`config.mk`:
```
export PLATFORM = sky130hd
export DESIGN_NAME = reverse_100bit_deser
export DESIGN_NICKNAME = d
export VERILOG_FILES = /design/src/rtl/reverse_100bit_deser.sv
export SDC_FILE = /design/constraint.sdc
export NUM_CORES = 1
export LEC_CHECK = 0
export CELL_PAD_IN_SITES_DETAIL_PLACEMENT = 0
export CELL_PAD_IN_SITES_GLOBAL_PLACEMENT = 1
export CORE_MARGIN = 1.5
export CORE_UTILIZATION = 41
export CTS_BUF_LIST = sky130_fd_sc_hd__clkbuf_8
export CTS_CLUSTER_SIZE = 16
export DETAILED_ROUTE_END_ITERATION = 8
export PLACE_DENSITY = 0.87
export SLEW_MARGIN = 15
export SYNTH_ARGS = -nofsm -noshare
export SYNTH_HDL_FRONTEND = slang
export SYNTH_SLANG_ARGS = --single-unit
```
`constraint.sdc`:
```
create_clock -name clk -period 2.81 [get_ports clk]
set_input_delay 0.562 -clock clk [delete_from_list [all_inputs] [get_ports clk]]
set_output_delay 0.562 -clock clk [all_outputs]
set_load 0.1 [all_outputs]
```
`src/rtl/reverse_100bit_deser.sv`:
```
// Bit-serial receiver. Collects WIDTH accepted bits into an assembly register,
// optionally bit-reversed, and hands each completed word to a one-word
// valid/ready holding register. Overflow and frame errors are sticky.
module reverse_100bit_deser #(
    parameter  int WIDTH   = 100,
    parameter  int REVERSE = 1,
    localparam int CW      = $clog2(WIDTH + 1),
    localparam int IW      = $clog2(WIDTH)
) (
    input  logic             clk,
    input  logic             rst_n,
    input  logic             bit_in,
    input  logic             bit_valid,
    input  logic             frame_start,
    input  logic             clr_flags,
    output logic [WIDTH-1:0] word_out,
    output logic             out_valid,
    input  logic             out_ready,
    output logic [CW-1:0]    bit_count,
    output logic             overflow,
    output logic             frame_err
);

    typedef enum logic {IDLE, COLLECT} state_t;

    state_t             state, nxt_state;
    logic [WIDTH-1:0]   sreg, nxt_sreg;
    logic [WIDTH-1:0]   nxt_word;
    logic               nxt_out_valid;
    logic [CW-1:0]      nxt_count;
    logic               nxt_overflow, nxt_frame_err;

    logic [CW-1:0]      k;
    logic [IW-1:0]      pos;
    logic [WIDTH-1:0]   asm_word;
    logic               last_bit;

    // Register all state; everything visible at the ports comes from here.
    always_ff @(posedge clk or negedge rst_n) begin
        if (!rst_n) begin
            state     <= IDLE;
            sreg      <= '0;
            word_out  <= '0;
            out_valid <= 1'b0;
            bit_count <= '0;
            overflow  <= 1'b0;
            frame_err <= 1'b0;
        end else begin
            state     <= nxt_state;
            sreg      <= nxt_sreg;
            word_out  <= nxt_word;
            out_valid <= nxt_out_valid;
            bit_count <= nxt_count;
            overflow  <= nxt_overflow;
            frame_err <= nxt_frame_err;
        end
    end

    // Next-state: bit placement, completion handoff, frame restart and flags.
    always_comb begin
        nxt_state     = state;
        nxt_sreg      = sreg;
        nxt_word      = word_out;
        nxt_out_valid = out_valid;
        nxt_count     = bit_count;
        nxt_overflow  = overflow;
        nxt_frame_err = frame_err;

        // A restart makes the bit sampled this cycle the first of the new frame,
        // placed into a cleared register so stale partial bits never leak.
        k        = frame_start ? '0 : bit_count;
        pos      = (REVERSE != 0) ? (IW'(WIDTH - 1) - k[IW-1:0]) : k[IW-1:0];
        asm_word = frame_start ? '0 : sreg;
        asm_word[pos] = bit_in;
        last_bit = (bit_count == CW'(WIDTH - 1));

        if (out_valid && out_ready)
            nxt_out_valid = 1'b0;

        // Clear first so a same-cycle set below wins.
        if (clr_flags) begin
            nxt_overflow  = 1'b0;
            nxt_frame_err = 1'b0;
        end

        if (frame_start) begin
            nxt_sreg  = '0;
            nxt_count = '0;
            nxt_state = IDLE;
            if (bit_count != '0)
                nxt_frame_err = 1'b1;
            // WIDTH >= 2, so the restart bit can never complete a word.
            if (bit_valid) begin
                nxt_sreg  = asm_word;
                nxt_count = CW'(1);
                nxt_state = COLLECT;
            end
        end else if (bit_valid) begin
            if (last_bit) begin
                nxt_sreg  = '0;
                nxt_count = '0;
                nxt_state = IDLE;
                // Holding register is free, or being emptied on this same edge.
                if (!out_valid || out_ready) begin
                    nxt_word      = asm_word;
                    nxt_out_valid = 1'b1;
                end else begin
                    nxt_overflow  = 1'b1;
                end
            end else begin
                nxt_sreg  = asm_word;
                nxt_count = bit_count + CW'(1);
                nxt_state = COLLECT;
            end
        end
    end

endmodule
```
==> metrics.md, run 1 <==
| Metric | Value |
|---|---|
| Status | finished with violations |
| Violated checks | hold timing |
| FMAX | approximately 390 MHz |
| Chip width | between 150 and 200 um |
| Worst r2r path cells | 7 |
| Die Y | ~160 um |
| Commonest non-fill, non-tap cells in the layout | nand2_1 (275), buf_4 (261), dfrtp_1 (208) |
| Clock Sinks | 210 |
| Worst R2R Setup Slack | a little over 400 ps |
| Crit path DAT | about 3100 ps |
| Max-slew violation count | 0 |
| Number of synthesized flops with an enable pin | 0 |
| Minimum clock period | roughly 2600 ps |
| RR Endpoint | sreg[50] |
| Share of cells above drive strength 1 | between 20% and 30% |
| WL/cell | approximately 19 um |
| Cts repair resizes | 0 |
| Total vias in the final route | approximately 9700 |
| CTS max path bufs | 3 |
| Root Buffer Master | clkbuf_8 |
| Post-synth top flop | dfrtp_1 |
| Clk_lat worst skew | approximately 540 ps |
| R2R Path Start | bit_count[2] |
| Hpwl dp | between 20 and 25 mm |
| Pin count of the biggest net entering global routing | a little under 90 |
| Mapped Area | 10400 um2 |
| Relative slew margins | between 10% and 20% |
| Worst setup EP type | flop |
| Leakage | between 5 and 6 nW |
| CTS tree | done |
| Mapped Cells | between 1000 and 1500 |
| Final Hold Viols | 5 |
| CORE AREA | 25000 um2 |
| 1st-pass router iterations | 5 |
| H-tree Lvls | 2 |
| Initial core utilization | approximately 41% |
| Setup CP Type | primary input to flop |
| Syn_area_per_cell | between 9 and 10 um2 |
| # rows | 58 |
| Share of the synthesized area in the top cell type | 50.7% |
| Sequential cell area | approximately 5300 um2 |
| Worst setup margin | 222 ps |
| Fill count | between 2000 and 2500 |
| Final hold slack | -7.95 ps |
| Drt total wl | ~33 mm |
| Die area | about 26000 um2 |
| GRT Util Overall | ~26% |
| Type of origin of the critical path | primary input |
| Synthesis-to-finish area growth | 29.8% |
| PortBufs | between 100 and 150 |
| RSZ-0062 raised after global routing | false |
| First-pass GRT wire length | 52.8 mm |
| Vias per cell | ~5.7 |
| Post-CTS setup buffers | 0 |
| Synth warn | 0 |
| TritonCTS buffer count | 38 |
| Syn Nets | 1138 |
| CP startpoint | frame_start |
| GRT overflow | 0 |
| Final setup violation count | 0 |
| Register area share after synthesis | 50.7% |
| N_diodes | 0 |
| Worst-margin pin slew | roughly 1200 ps |
| Min-Delay Path Class | primary input to async pin |
| Power density cells | roughly 480 nW/um2 |
| Routed Antenna Nets | 0 |
| Synth async-reset ratio | 100% |
| Worst Path Max Fanout | between 80 and 90 |
| DP Cell Count | about 1600 |
| Ports | approximately 120 |
| Drt initial violations | around 970 |
| Number of cells in the finished layout apart from fillers | between 1500 and 2000 |
| Most common cell after layout, fill and taps aside | nand2_1 |
| Netlist cell types | 74 |
| Placer Congestion | about 0.94 |
| Nets | about 1400 |
| Crit share post-route | around 90% |
| Ranking of synthesized cells by area | dfrtp_1 (51%), nand2_1 (10%), o21ai_0 (5.2%) |
| Top cell type by total area after synthesis | dfrtp_1 |
| Antenna violations before repair | 0 |
| Drc violations | 0 |
| Clk_skew | slightly above 10 ps |
| Final Total Pwr | roughly 0.0065 W |
| Worst endpoint required time | between 3000 and 4000 ps |
| Layout Utilization | roughly 54% |
| Vias in the first global route | around 9600 |
| Clock transition at path regs | roughly 60 ps |
| Max-Cap Viols | 0 |
| Worst slack, placed | -327 ps |
| Yosys reg bits | 210 |
| Largest vdd supply drop | around 240 uV |
| Footprint of the multi-input gates | 4650 um2 |
| Cts hold-fix bufs | 0 |
[layer usage]
layer  vias to the layer above  part of all wire, %  global-route usage, %
met4                         0                  3.4                   9.30
met2                       399                   46                   40.6
met3                        82                  6.7                   4.62
li1                       4585                    -                      -
met5                         -                    0                      0
met1                      4611                   44                   35.0
[flip-flops by register name (all words and copies together) (netlist names)]
name       count
overflow       1
word_out     100
frame_err      1
sreg         100
bit_count      7
out_valid      1
[power by group]
part	total, W	switching, W	leakage, nW	internal [W]
Combinational	0.000505	0.000360	2.65	0.000144
Clock	0.00291	0.00126	0.421	0.00165
Sequential	0.00305	0.0000127	2.93	0.00304
Total	0.00646	0.00164	5.99	0.00483
[how the worst max path moves through the flow]
stage	to	slack [ps]	depth (start not counted)
final	sreg[58]	220	9
after CTS	sreg[58]	230	9
after floorplan	sreg[20]	-10	10
after global placement	sreg[63]	-300	9
after global routing	sreg[31]	70	8
after detailed placement	sreg[58]	-330	9
[stage by stage]
step | cell area [um2] | setup TNS [ps]
3_5_place_dp | 12700 | -19710
4_1_cts | 13500 | 0
6_report | 13500 | 0
2_1_floorplan | 10500 | -11.7
3_3_place_gp | 12700 | -14280
5_1_grt | 13500 | 0
[Yosys cell counts, drive strengths merged (6+ instances only)]
cell type	n
a211oi	9
a21oi	30
a22o	22
a31o	15
a31oi	18
buf	44
clkbuf	49
dfrtp	210
inv	15
nand2	275
nand2b	6
nand3	59
nand4	19
nor2	37
nor2b	9
nor3	13
nor4	7
o211ai	33
o21ai	116
o22ai	18
o311ai	34
o31ai	20
or3	7
[cell families after synthesis]
group / Yosys count / synth area share [%]
simple gates: 454 / 20.1
xor+xnor: 4 / 0.338
buf+inv: 109 / 4.97
mux: 1 / 0.0965
flops: 210 / 50.7
fa+ha+maj: 3 / 0.362
compound gates: 347 / 23.4
[area by class of cell]
cell class                 instances  share of cell area (%)
clock buffer                      49                    5.01
sequential                       210                    39.1
clock inverter                    12                   0.623
tap                              330                    3.07
timing repair buffer             282                    17.3
inverter                          16                   0.465
multi-input combinational        809                    34.5
[worst max-delay path: stages]
cell and delay [ps]:
clkdlybuf4s50_1 490, inv_4 90, buf_4 660, nand2_1 160, buf_4 220, buf_4 190
nor3_1 290, buf_4 210, a31o_2 160
Note: power is estimated with default switching activity, not from simulation.
==> run 2: changes to the inputs <==
Settings changed: PLACE_DENSITY 0.87 to 0.83.
==> run 2 against run 1 <==
The run now ends clean; via count is 0.86% lower; fmax is 0.16% higher; hold slack better by 29 ps; critical path type unchanged; final cell count decreased by 0.29%; design area fell by 0.21%; sequential share of layout area grew 0.084 points; count of clock-buffer cells in the layout shrank 2; critical endpoint is now word_out[82]; power down 0.46%; combinational power rose by 3%.
==> metrics.md, run 2 (synthesized netlist as in run 1, its figures left out) <==
| Metric | Value |
|---|---|
| Status | finished, final reports clean |
| Setup TNS after final layout | 0 ps |
| PortBufs | ~120 |
| Fill count | 2361 |
| Clk_skew | roughly 17 ps |
| Most common cell on crit path | buf_4 |
| 1st-pass router iterations | 5 |
| Routed Antenna Nets | 0 |
| GRT overflow | 0 |
| Post-CTS setup buffers | 0 |
| Drt initial violations | ~850 |
| First-pass GRT wire length | 52.7 mm |
| FMAX | 387 MHz |
| Worst slack, placed | -273 ps |
| Drc violations | 0 |
| Largest regs | sreg x100, word_out x100, bit_count x7 |
| Max-slew violation count | 0 |
| GRT Util Overall | 25.6% |
| Pin count of the biggest net entering global routing | 73 |
| Worst Path Max Fanout | 6 |
| Chip width | 162 um |
| RSZ-0062 raised after global routing | false |
| Max-Cap Viols | 0 |
| Type of origin of the critical path | primary input |
| Nets | 1356 |
| Relative slew margins | between 10% and 20% |
| RR Endpoint | sreg[85] |
| Leakage | about 6.0 nW |
| Initial core utilization | between 40 and 50% |
| Cts hold-fix bufs | 0 |
| Worst setup margin | 227 ps |
| Ports | 117 |
| Largest vdd supply drop | 250 uV |
| CP max-delay cell | clkdlybuf4s50_1 |
| Vias per cell | ~5.6 |
| Worst endpoint required time | between 3000 and 4000 ps |
| N_diodes | 0 |
| Clock transition at path regs | roughly 60 ps |
| # rows | just under 60 |
| Setup CP Type | primary input to flop |
| Most common cell after layout, fill and taps aside | nand2_1 |
| CP top delay family | buffers and inverters |
| Clock Sinks | 210 |
| Cts repair resizes | 0 |
| Root Buffer Master | clkbuf_8 |
| Worst R2R Setup Slack | 400 ps |
| Post-route cell area | between 10000 and 15000 um2 |
| Die Y | around 160 um |
| R2R Path Start | bit_count[1] |
| Antenna violations before repair | 0 |
| Drt total wl | approximately 33 mm |
| CORE AREA | 25000 um2 |
| Minimum clock period | 2580 ps |
| Power density cells | between 400 and 500 nW/um2 |
| Placer Congestion | 0.924 |
| CTS tree | done |
| Clk_lat worst skew | approximately 540 ps |
| Vias in the first global route | between 9000 and 10000 |
| TritonCTS buffer count | 37 |
| Worst path cell trace | clkdlybuf4s50_1 > inv_4 > nand2_1 > ha_1 > buf_4 > or2_4 > o21a_1 > buf_4 > o32ai_1 > buf_4 > nand3_1 > a31oi_1 |
| Crit share post-route | 91.9% |
| Max incr delay on CP | 490 ps |
| CTS max path bufs | 3 |
| Final Hold Viols | 0 |
| Crit path DAT | 3030 ps |
| Commonest non-fill, non-tap cells in the layout | nand2_1 (275), buf_4 (248), dfrtp_1 (208) |
| Share of cells above drive strength 1 | a little over a quarter |
| Die area | about 26000 um2 |
| WL/cell | slightly below 20 um |
| Min-Delay Path Class | primary input to async pin |
| CP Buf/Inv Count | 5 |
| Worst r2r path cells | 5 |
| Placed cell area | around 13000 um2 |
| Hpwl dp | 23.6 mm |
| Worst-margin pin slew | 1200 ps |
| H-tree Lvls | 2 |
| Total vias in the final route | around 9600 |
| Final setup violation count | 0 |
| Worst setup EP type | flop |
| Layout Utilization | a little over half |
| Synthesis-to-finish area growth | 29.5% |
==> run 2: cell types whose count changed in the layout (fill, tap and decap cells not counted), sizes merged <==
cell	previous run	this run
clkbuf	50	48
inv	24	29
buf	276	266
clkinv	3	5
==> run 2: cell type report <==
cell class,instances,area (um2),area share (%)
flip-flops and latches,210,5260,39.1
multi-input cells,809,4650,34.6
repair buffers,272,2290,17.0
clock buffers,47,647,4.81
well taps,330,413,3.07
clock inverters,19,115,0.857
inverters,16,62.6,0.466
==> run 2: where the power goes <==
group | switching, W | total, W | internal [W] | leakage, nW
Clock | 0.00127 | 0.00287 | 0.00161 | 0.442
Combinational | 0.000371 | 0.000521 | 0.000149 | 2.62
Sequential | 0.00000612 | 0.00304 | 0.00303 | 2.93
==> run 2: how the worst max path moves through the flow <==
stage	start	endpoint	slack [ps]	cells past startpoint
after floorplan	frame_start	sreg[20]	-10	10
final	frame_start	word_out[82]	230	12
after CTS	frame_start	word_out[82]	280	12
after detailed placement	frame_start	word_out[82]	-270	12
after global routing	frame_start	sreg[50]	90	10
after global placement	frame_start	sreg[62]	-240	12
==> run 2: metrics by stage <==
step | power, W | instances | hold WS (ps)
after floorplan | 0.00336 | 1128 | 266
after global placement | 0.00361 | 1637 | 454
after detailed placement | 0.00361 | 1637 | 459
after CTS | 0.00650 | 1703 | 34.6
after global routing | 0.00669 | 1703 | 31.4
final | 0.00643 | 1703 | 21.4
==> run 2: layer usage <==
layer / wire, um / vias up / GRT usage [%]
met3: 1780 / 64 / 3.96
met2: 15400 / 313 / 40.7
met1: 15200 / 4668 / 36.0
met4: 911 / 0 / 8.26
met5: 0 / - / 0
li1: - / 4549 / -
==> run 3: changes to the inputs <==
Settings changed: GPL_ROUTABILITY_DRIVEN set to 1.
==> results of run 3 <==
The final DEF is identical to that of run 2; final timing and power are the same.
